<file path="src/rtl/bank_pkg.sv">
// Shared types and default sizes for the register-bank sequencer.
package bank_pkg;

    localparam int DEFAULT_DATA_W = 32;
    localparam int DEFAULT_REG_AW = 5;
    localparam int TXN_W          = 16;

    typedef enum logic [2:0] {
        IDLE,
        WRITE,
        VERIFY,
        READ,
        RESP
    } seqState_t;

endpackage

</file>
<file path="src/rtl/bank_sequencer_if.sv">
// Host-side request/response handshake of the bank sequencer.
// The master modport is the host; the slave modport is the sequencer.
interface bank_sequencer_if
    import bank_pkg::*;
#(
    parameter int DATA_W = DEFAULT_DATA_W,
    parameter int REG_AW = DEFAULT_REG_AW
);

    logic              req_valid;
    logic              req_ready;
    logic              req_write;
    logic [REG_AW-1:0] req_reg;
    logic [DATA_W-1:0] req_data;
    logic              rsp_valid;
    logic              rsp_ready;
    logic [DATA_W-1:0] rsp_data;
    logic              rsp_error;

    modport master (
        output req_valid, req_write, req_reg, req_data, rsp_ready,
        input  req_ready, rsp_valid, rsp_data, rsp_error
    );

    modport slave (
        input  req_valid, req_write, req_reg, req_data, rsp_ready,
        output req_ready, rsp_valid, rsp_data, rsp_error
    );

endinterface

</file>
<file path="src/rtl/bank_sequencer.sv">
// Sequences single host read/write transactions onto a two-read, one-write register bank.
// Define READBACK_VERIFY_EN to read every write back through port B and flag mismatches.
module bank_sequencer
    import bank_pkg::*;
#(
    parameter int DATA_W = DEFAULT_DATA_W,
    parameter int REG_AW = DEFAULT_REG_AW
) (
    input  logic              clock,
    input  logic              clear,
    bank_sequencer_if.slave   host,
    output logic [TXN_W-1:0]  txn_count,
    output logic [REG_AW-1:0] readRegA,
    output logic [REG_AW-1:0] readRegB,
    output logic [REG_AW-1:0] writeReg,
    output logic              readWrite,
    output logic [DATA_W-1:0] writeData,
    input  logic [DATA_W-1:0] dataReadA,
    input  logic [DATA_W-1:0] dataReadB
);

    seqState_t         state;
    logic              reqReady;
    logic              rspValid;
    logic              rspError;
    logic [DATA_W-1:0] rspData;

    assign host.req_ready = reqReady;
    assign host.rsp_valid = rspValid;
    assign host.rsp_error = rspError;
    assign host.rsp_data  = rspData;

`ifndef READBACK_VERIFY_EN
    logic unusedBankB;
    assign unusedBankB = ^dataReadB;
`endif

    // NOTE: every register here, data path included, is cleared by the async
    // reset so a cut transaction leaves no stale address or data on the bank.
    always_ff @(posedge clock or posedge clear) begin
        if (clear) begin
            state     <= IDLE;
            reqReady  <= 1'b1;
            rspValid  <= 1'b0;
            rspError  <= 1'b0;
            rspData   <= '0;
            txn_count <= '0;
            readRegA  <= '0;
            readRegB  <= '0;
            writeReg  <= '0;
            readWrite <= 1'b0;
            writeData <= '0;
        end else begin
            // NOTE: non-blocking assignments only, so every branch sees the
            // pre-edge value of all state and outputs.
            case (state)
                IDLE: begin
                    if (host.req_valid && reqReady) begin
                        reqReady <= 1'b0;
                        if (host.req_write) begin
                            readWrite <= 1'b1;
                            writeReg  <= host.req_reg;
                            writeData <= host.req_data;
                            state     <= WRITE;
                        end else begin
                            readRegA <= host.req_reg;
                            state    <= READ;
                        end
                    end
                end
                WRITE: begin
                    readWrite <= 1'b0;
                    writeReg  <= '0;
                    writeData <= '0;
                    rspData   <= writeData;
                    rspError  <= 1'b0;
`ifdef READBACK_VERIFY_EN
                    readRegB  <= writeReg;
                    state     <= VERIFY;
`else
                    rspValid  <= 1'b1;
                    state     <= RESP;
`endif
                end
`ifdef READBACK_VERIFY_EN
                // rspData already holds the written value; rsp_valid is low here.
                VERIFY: begin
                    readRegB <= '0;
                    rspError <= (dataReadB != rspData);
                    rspValid <= 1'b1;
                    state    <= RESP;
                end
`endif
                READ: begin
                    readRegA <= '0;
                    rspData  <= dataReadA;
                    rspError <= 1'b0;
                    rspValid <= 1'b1;
                    state    <= RESP;
                end
                RESP: begin
                    if (host.rsp_ready) begin
                        rspValid  <= 1'b0;
                        txn_count <= txn_count + 1'b1;
                        reqReady  <= 1'b1;
                        state     <= IDLE;
                    end
                end
                default: begin
                    state    <= IDLE;
                    reqReady <= 1'b1;
                end
            endcase
        end
    end

endmodule

</file>
<file path="src/flat_wrapper.sv">
// flat-port wrapper written by rule: the top's interface ports become plain ports
module bank_sequencer_flat import bank_pkg::*;
#(
    parameter int DATA_W = DEFAULT_DATA_W,
    parameter int REG_AW = DEFAULT_REG_AW
)
  (clock, clear, txn_count, readRegA, readRegB, writeReg, readWrite, writeData, dataReadA, dataReadB, host_req_valid, host_req_write, host_req_reg, host_req_data, host_rsp_ready, host_req_ready, host_rsp_valid, host_rsp_data, host_rsp_error);
  bank_sequencer_if #(.DATA_W(DATA_W), .REG_AW(REG_AW)) host_i ();
  input  logic clock;
  input  logic clear;
  output logic [TXN_W-1:0] txn_count;
  output logic [REG_AW-1:0] readRegA;
  output logic [REG_AW-1:0] readRegB;
  output logic [REG_AW-1:0] writeReg;
  output logic readWrite;
  output logic [DATA_W-1:0] writeData;
  input  logic [DATA_W-1:0] dataReadA;
  input  logic [DATA_W-1:0] dataReadB;
  input wire logic [$bits(host_i.req_valid)-1:0] host_req_valid;
  input wire logic [$bits(host_i.req_write)-1:0] host_req_write;
  input wire logic [$bits(host_i.req_reg)-1:0] host_req_reg;
  input wire logic [$bits(host_i.req_data)-1:0] host_req_data;
  input wire logic [$bits(host_i.rsp_ready)-1:0] host_rsp_ready;
  output wire logic [$bits(host_i.req_ready)-1:0] host_req_ready;
  output wire logic [$bits(host_i.rsp_valid)-1:0] host_rsp_valid;
  output wire logic [$bits(host_i.rsp_data)-1:0] host_rsp_data;
  output wire logic [$bits(host_i.rsp_error)-1:0] host_rsp_error;
  assign host_i.req_valid = host_req_valid;
  assign host_i.req_write = host_req_write;
  assign host_i.req_reg = host_req_reg;
  assign host_i.req_data = host_req_data;
  assign host_i.rsp_ready = host_rsp_ready;
  assign host_req_ready = host_i.req_ready;
  assign host_rsp_valid = host_i.rsp_valid;
  assign host_rsp_data = host_i.rsp_data;
  assign host_rsp_error = host_i.rsp_error;
  bank_sequencer #(.DATA_W(DATA_W), .REG_AW(REG_AW)) u_core (.clock(clock), .clear(clear), .host(host_i), .txn_count(txn_count), .readRegA(readRegA), .readRegB(readRegB), .writeReg(writeReg), .readWrite(readWrite), .writeData(writeData), .dataReadA(dataReadA), .dataReadB(dataReadB));
endmodule
</file>
<file path="config.mk">
export PLATFORM = sky130hd
export DESIGN_NAME = bank_sequencer_flat
export DESIGN_NICKNAME = d
export VERILOG_FILES = /design/src/rtl/bank_pkg.sv /design/src/rtl/bank_sequencer_if.sv /design/src/rtl/bank_sequencer.sv /design/src/flat_wrapper.sv
export SDC_FILE = /design/constraint.sdc
export NUM_CORES = 1
export LEC_CHECK = 0
export CORE_MARGIN = 2
export CORE_UTILIZATION = 45
export CTS_CLUSTER_SIZE = 8
export DETAILED_ROUTE_END_ITERATION = 16
export DONT_BUFFER_PORTS = 1
export PLACE_DENSITY = 0.57
export SLEW_MARGIN = 30
export SYNTH_ARGS = -nofsm -noshare
export SYNTH_HDL_FRONTEND = slang
export SYNTH_SLANG_ARGS = --single-unit
export TNS_END_PERCENT = 30
</file>
<file path="constraint.sdc">
create_clock -name clock -period 7.4 [get_ports clock]
set_clock_uncertainty 0.15 [all_clocks]
set_input_delay 1.85 -clock clock [delete_from_list [all_inputs] [get_ports clock]]
set_output_delay 1.85 -clock clock [all_outputs]
set_load 0.05 [all_outputs]
</file>
Yosys cells after proc, flatten, opt, wreduce, memory -nomap -nowiden
Index checks and enable logic that the tools add are counted.
{ "word_totals": {"elab_cells": 53, "out_inout_bits": 99, "regBits": 96, "inputBits": 106} }
{ "classes": {"bitwise": 1, "add_sub_neg": 1, "n_eq_ne": 7, "mux": 22, "reduce_logical": 13} }
{ "ops": {"columns": ["cell", "count"], "rows": [
  ["$pmux 32 s2", 2],
  ["$mux 32", 2],
  ["$mux 5", 4],
  ["$pmux 5 s2", 2],
  ["$add 16x1->16 const B", 1],
  ["$pmux 3 s3", 1],
  ["$reduce_and 3->1", 3],
  ["$reduce_bool 2->1", 4],
  ["$mux 3", 2],
  ["$ne 2x2->1 const B", 3],
  ["$reduce_and 2->1", 3],
  ["$mux 1", 5],
  ["$pmux 1 s2", 2],
  ["$eq 3x1->1 const B", 1],
  ["$eq 3x2->1 const B", 1],
  ["$eq 3x3->1 const B", 1],
  ["$logic_not 3->1", 1],
  ["$pmux 1 s3", 1],
  ["$mux 2", 1],
  ["$ne 2x1->1 const B", 1],
  ["$reduce_or 2->1", 1],
  ["$logic_and 1x1->1", 1],
  ["$not 1->1", 1]
]} }

Logic depth before layout (Yosys ltp)
Gate-level depths: netlist of run 1.
{ "logic_depth": {"ltp_word": 4, "depth_mapped": 7, "mapped_depth_nobuf": 4} }

Worst setup path after synthesis of run 1
Ideal clock, no wire load.
{ "synth_path": {"path_kind": "input to register", "startpoint": "input port host_rsp_ready", "endpoint": "register u_core.txn_count[13]", "n_path_buf": 1, "required_ns": 7.105, "path_slack_ns": 4.211, "setup_time_ns": 0.145, "arrival_ns": 2.894, "cell_stages": 5, "path_cell_list": "nand4bb_4 or3_1 buf_2 nor4_1 xor2_1"} }
{ "synth_between": {"elab_chain_len": 1} }
{ "synth_lines": {"columns": ["element", "line", "source"], "rows": [
  ["from (decl)", "flat_wrapper.sv:23", "input wire logic [$bits(host_i.rsp_ready)-1:0] host_rsp_ready;"],
  ["$reduce_and 2->1 (no line)", null, null],
  ["to (signal assigned)", "bank_sequencer.sv:104", "txn_count <= txn_count + 1'b1;"],
  ["to (decl)", "bank_sequencer.sv:12", "output logic [TXN_W-1:0] txn_count,"]
]} }
Every way passes these cells.
A chain may end at the register's enable or synchronous reset.

Final worst setup path of run 1
{ "layout_path": {"startpoint": "register u_core.txn_count[0]", "endpoint": "output port txn_count[0]"} }
{ "layout_rtl": {"columns": ["element", "line", "source"], "rows": [
  ["to (decl)", "flat_wrapper.sv:11", "output logic [TXN_W-1:0] txn_count;"]
]} }
No word-level cell between the ends.

==> flow_metrics.tcl, run 1 <==
set metrics [dict create \
    seqPwrFrac 0.746 \
    worstPathRequired_ns 5.40 \
    vias_per_cell 5.52 \
    setup_viol 0 \
    cts_made_buffers 9 \
    cts_root_buf "clkbuf_8" \
    cp.arrival_ns 1.10 \
    synth_fa_ha_area_frac 0.00303 \
    end_kind "primary output" \
    synth-xor-area-share 0.0319 \
    dp_cells 497 \
    drive_gt1_frac 0.0644 \
    grt_start_max_net_pins 69 \
    cts_tree "yes" \
    drv_slew 0 \
    clkTransAtPathRegs_ns 0.09 \
    power_density_nw_per_um2 508 \
    routed-wl-met2_um 4300 \
    m1WireLength_um 3910 \
    first_pass_iters 4 \
    grt_usage 0.188 \
    diodes 0 \
    fin_setup_tns_ns 0 \
    p_clk_frac 0.154 \
    layout_commonest_cell "nand2_1" \
    ys_warn_count 5 \
    maxSlewHeadroom 0.504 \
    wl_met3_um 754 \
    fp.dieH_um 99.7 \
    highest-signal-layer "met4" \
    rows 34 \
    most-common-layout-cells "nand2_1 (120), dfrtp_1 (94), nand3_1 (42)" \
    synth.distinct_cells 32 \
    drc_errors 0 \
    synthesis.area_um2 4120 \
    area_growth_pct 5.95 \
    syn_avg_cell_area_um2 10.0 \
    io_pins 205 \
    yosys_register_bits 96 \
    post-cts-setup-buffers 0 \
    p_comb_frac 0.101 \
    antenna_found_initial 0 \
    insertion_delay_ns 0.35 \
    hold_ws_ns 0.506 \
    clockBufferDepth 2 \
    period_share 0.420 \
    synth-compound-area-share 0.0601 \
    fin_ws_ns 4.30 \
    hp-class "reg -> reg" \
    min_period_ns 3.10 \
    rsz0062_at_grt "no" \
    nNetsFinal 507 \
    synthSimpleGateAreaFrac 0.206 \
    max-vdd-ir-drop_mv 0.228 \
    coreArea_um2 8810 \
    vias 2824 \
    critPathMaxFanout 6 \
    sw_frac_of_total 0.557 \
    grt_pass1_wl_um 14700 \
    status "finished, final reports clean" \
    synth_top_family_by_area "simple AND/OR/NAND/NOR gates" \
    design.die.area_um2 9950 \
    muxShareOfSynthArea 0.0777 \
    grt_pass1_vias 2844 \
    total_power_mw 2.22 \
    place_hpwl_um 6180 \
    p_leak_nw 2.07 \
    drt_iter0_drc 80 \
    final_cells 512 \
    r2r_slack_ns 4.99 \
    drv_cap 0 \
    worstSetupPathType "reg -> out" \
    die-width_um 99.7 \
    cts_resized 0 \
    synthCells 412 \
    worst_pin_slew_ns 0.744 \
    yosysSeqAreaShare 0.583 \
    clock_sinks 96 \
    crit_path_start_kind "register" \
    postRouteAntennaNets 0 \
    grt-ovfl-total 0 \
    switching_power_mw 1.24 \
    start_util 0.468 \
    ctsHoldBuffers 0 \
    wl_um 9120 \
    numPortBuffers 0 \
    gp_congestion 0.812 \
    finalHoldViolCount 0 \
    internal-power_uw 984 \
    cts-htree-levels 3 \
    dp_slack_ns 3.90 \
    wl_per_cell_um 17.8 \
    max_clock_freq_mhz 322 \
]
## registers in the layout, indices dropped and copies added, names as in the netlist
name and count:
u_core.host.req_ready 1, u_core.host.rsp_data 32, u_core.host.rsp_valid 1, u_core.readRegA 5
u_core.readWrite 1, u_core.state 3, u_core.txn_count 16, u_core.writeData 32
u_core.writeReg 5
## final cells by class
type	count	area [µm²]
clock buffers	10	138
fillers	860	4440
well taps	108	135
clock inverters	5	57.6
multi-input cells	287	1600
inverters	3	13.8
repair buffers	3	22.5
flip-flops and latches	96	2410
## stage by stage
stage / instance area (µm²) / utilization
2_1_floorplan: 4140 / -
3_3_place_gp: 4170 / 0.473
4_1_cts: 4370 / 0.496
3_5_place_dp: 4170 / 0.474
6_report: 4370 / 0.496
5_1_grt: 4370 / 0.496
## logic make-up after synthesis
group	count (synthesis)
adders and majority gates	1
AOI/OAI and AO/OA	43
and+or+nand+nor	190
DFF	96
xor gates and xnor gates	15
muxes	32
buffers and inverters	34
other	1
## cells in the mapped netlist (all sizes together)
master   count  area share
nor3         4      0.0049
xor2        10       0.021
a31oi        1      0.0015
or3          2      0.0030
and4bb       1      0.0030
o21a         1      0.0018
or2          1      0.0015
a22o         5       0.011
buf         13       0.019
inv          3      0.0027
nand3       42       0.051
xnor2        5       0.011
and4         1      0.0021
o21ai       32       0.039
nand4        4      0.0061
nand4bb      1      0.0067
or4          2      0.0036
clkbuf      18       0.016
ha           1      0.0030
a21o         1      0.0018
dfrtp       95        0.58
nor2         6      0.0055
conb         1     0.00091
nand2      120        0.11
dfstp        1      0.0064
mux2i       32       0.078
nand2b       1      0.0015
nor4         5      0.0076
a21oi        1      0.0012
o22a         2      0.0042
## power by group through the flow
stage / Clock, mW / Combinational [mW] / Sequential (mW)
after floorplan: 0 / 0.198 / 1.61
after global placement: 0 / 0.214 / 1.67
after detailed placement: 0 / 0.232 / 1.67
after CTS: 0.354 / 0.230 / 1.66
after global routing: 0.373 / 0.278 / 1.69
final: 0.341 / 0.224 / 1.66
## final timing paths
path / from / endpoint / cells past startpoint
max: u_core.txn_count[0] / txn_count[0] / 0
max in group asynchronous: clear / u_core.state[1] / 2
min in group asynchronous: clear / u_core.host.rsp_data[20] / 1
min reg2reg: u_core.state[0] / u_core.state[0] / 1
min: u_core.state[0] / u_core.state[0] / 1
max reg2reg: u_core.state[1] / u_core.txn_count[13] / 4
## layer usage
metal,global-route usage,vias to the layer above
met1,0.242,1339
met4,0.0653,0
met3,0.0576,14
li1,-,1344
met2,0.303,127
met5,0,-
Power figures use the tool's default switching activity.
==> run 2: changes to the inputs <==
==> constraint.sdc (replaced) <==
create_clock -name clock -period 3 [get_ports clock]
set_clock_uncertainty 0.15 [all_clocks]
set_input_delay 0.75 -clock clock [delete_from_list [all_inputs] [get_ports clock]]
set_output_delay 0.75 -clock clock [all_outputs]
set_load 0.05 [all_outputs]
==> flow_metrics.tcl, run 2 (synthesized netlist as in run 1, its figures left out) <==
set metrics [dict create \
    status "finished, final reports clean" \
    cts_made_buffers 9 \
    clkTransAtPathRegs_ns 0.09 \
    worst_pin_slew_ns 0.801 \
    sw_frac_of_total 0.557 \
    coreArea_um2 8810 \
    gp_congestion 0.789 \
    cp.arrival_ns 2.31 \
    grt-ovfl-total 0 \
    most-common-layout-cells "nand2_1 (120), dfrtp_1 (94), nand3_1 (42)" \
    design.die.area_um2 9950 \
    critPathMaxFanout 7 \
    grt_pass1_wl_um 14900 \
    clock_sinks 96 \
    nNetsFinal 515 \
    fin_ws_ns 0.801 \
    first_pass_iters 4 \
    ctsHoldBuffers 0 \
    switching_power_mw 3.03 \
    grt_start_max_net_pins 68 \
    drv_cap 0 \
    end_kind "register" \
    drt_iter0_drc 39 \
    power_density_nw_per_um2 1230 \
    layout_commonest_cell "nand2_1" \
    drv_slew 0 \
    cts_tree "yes" \
    die-width_um 99.7 \
    rsz0062_at_grt "no" \
    setup_viol 0 \
    postRouteAntennaNets 0 \
    start_util 0.468 \
    hp-class "in -> async" \
    crit_path_start_kind "register" \
    vias_per_cell 5.47 \
    period_share 0.733 \
    cts_resized 0 \
    p_clk_frac 0.147 \
    fin_setup_tns_ns 0 \
    grt_pass1_vias 2978 \
    worstPathRequired_ns 3.11 \
    numPortBuffers 0 \
    p_leak_nw 2.12 \
    internal-power_mw 2.41 \
    worstSetupPathType "reg -> reg" \
    clockBufferDepth 2 \
    finalHoldViolCount 0 \
    io_pins 205 \
    vias 2843 \
    drive_gt1_frac 0.0825 \
    wl_per_cell_um 17.5 \
    maxSlewHeadroom 0.466 \
    max-vdd-ir-drop_mv 0.578 \
    wl_um 9090 \
    min_period_ns 2.20 \
    area_growth_pct 7.31 \
    diodes 0 \
    insertion_delay_ns 0.34 \
    rows 34 \
    dp_slack_ns 0.588 \
    post-cts-setup-buffers 0 \
    grt_usage 0.190 \
    antenna_found_initial 0 \
    n_fill_cell 827 \
    p_comb_frac 0.110 \
    place_hpwl_um 6310 \
    max_clock_freq_mhz 455 \
    fp.dieH_um 99.7 \
    cts-htree-levels 3 \
    cts_root_buf "clkbuf_8" \
    drc_errors 0 \
    seqPwrFrac 0.743 \
]
==> run 2: path summary, 6_finish.rpt <==
| path | startpoint | to | slack, ns | cells after the start |
|---|---|---|---|---|
| max | u_core.txn_count[4] | u_core.txn_count[15] | 0.80 | 4 |
| min | clear | u_core.host.rsp_data[2] | 0.15 | 1 |
| max reg2reg | u_core.txn_count[4] | u_core.txn_count[15] | 0.80 | 4 |
| min in group clock | host_req_data[13] | u_core.writeData[13] | 0.37 | 2 |
| min reg2reg | u_core.state[1] | u_core.state[0] | 0.45 | 1 |
| max in group asynchronous | clear | u_core.host.rsp_data[30] | 1.85 | 2 |
==> run 2: cell type report <==
type | instances | area [µm²] | share of cell area
Timing Repair Buffer | 11 | 95.1 | 0.0215
Multi-Input combinational cell | 287 | 1590 | 0.359
Inverter | 3 | 15.0 | 0.00339
Tap cell | 108 | 135 | 0.0305
Clock inverter | 6 | 61.3 | 0.0139
Sequential cell | 96 | 2400 | 0.543
Clock buffer | 9 | 124 | 0.0280
==> run 2: power by group through the flow <==
stage               combinational (mW)  sequential [mW]  clock, mW
floorplan                        0.489             3.97          0
global placement                 0.581             4.08          0
detailed placement               0.622             4.08          0
CTS                              0.613             4.06      0.839
global route                     0.737             4.13      0.885
finish                           0.600             4.05      0.801
==> run 2: stage by stage <==
| stage | instances | area, µm² | util | power (mW) | hold slack, ns |
|---|---|---|---|---|---|
| 3_5_place_dp | 505 | 4240 | 0.482 | 4.71 | 0.440 |
| 3_3_place_gp | 505 | 4240 | 0.482 | 4.66 | 0.435 |
| 5_1_grt | 520 | 4430 | 0.503 | 5.75 | 0.172 |
| 4_1_cts | 520 | 4430 | 0.503 | 5.51 | 0.145 |
| 6_report | 520 | 4430 | 0.503 | 5.45 | 0.150 |
| 2_1_floorplan | 417 | 4150 | - | 4.46 | 0.379 |
==> run 2: worst max-delay path: stages, from the launching register on <==
cell and delay, ns:
dfrtp_1 0.73, nand2_1 0.15, or3_1 0.50, nor4_1 0.42, xor2_1 0.18
==> run 2: layer usage <==
layer  wire length (µm)  GRT usage  part of all wire
met3                748     0.0541             0.082
met2               4310      0.307              0.47
met4                 87     0.0664            0.0096
met1               3940      0.245              0.43
met5                  0          0                 0
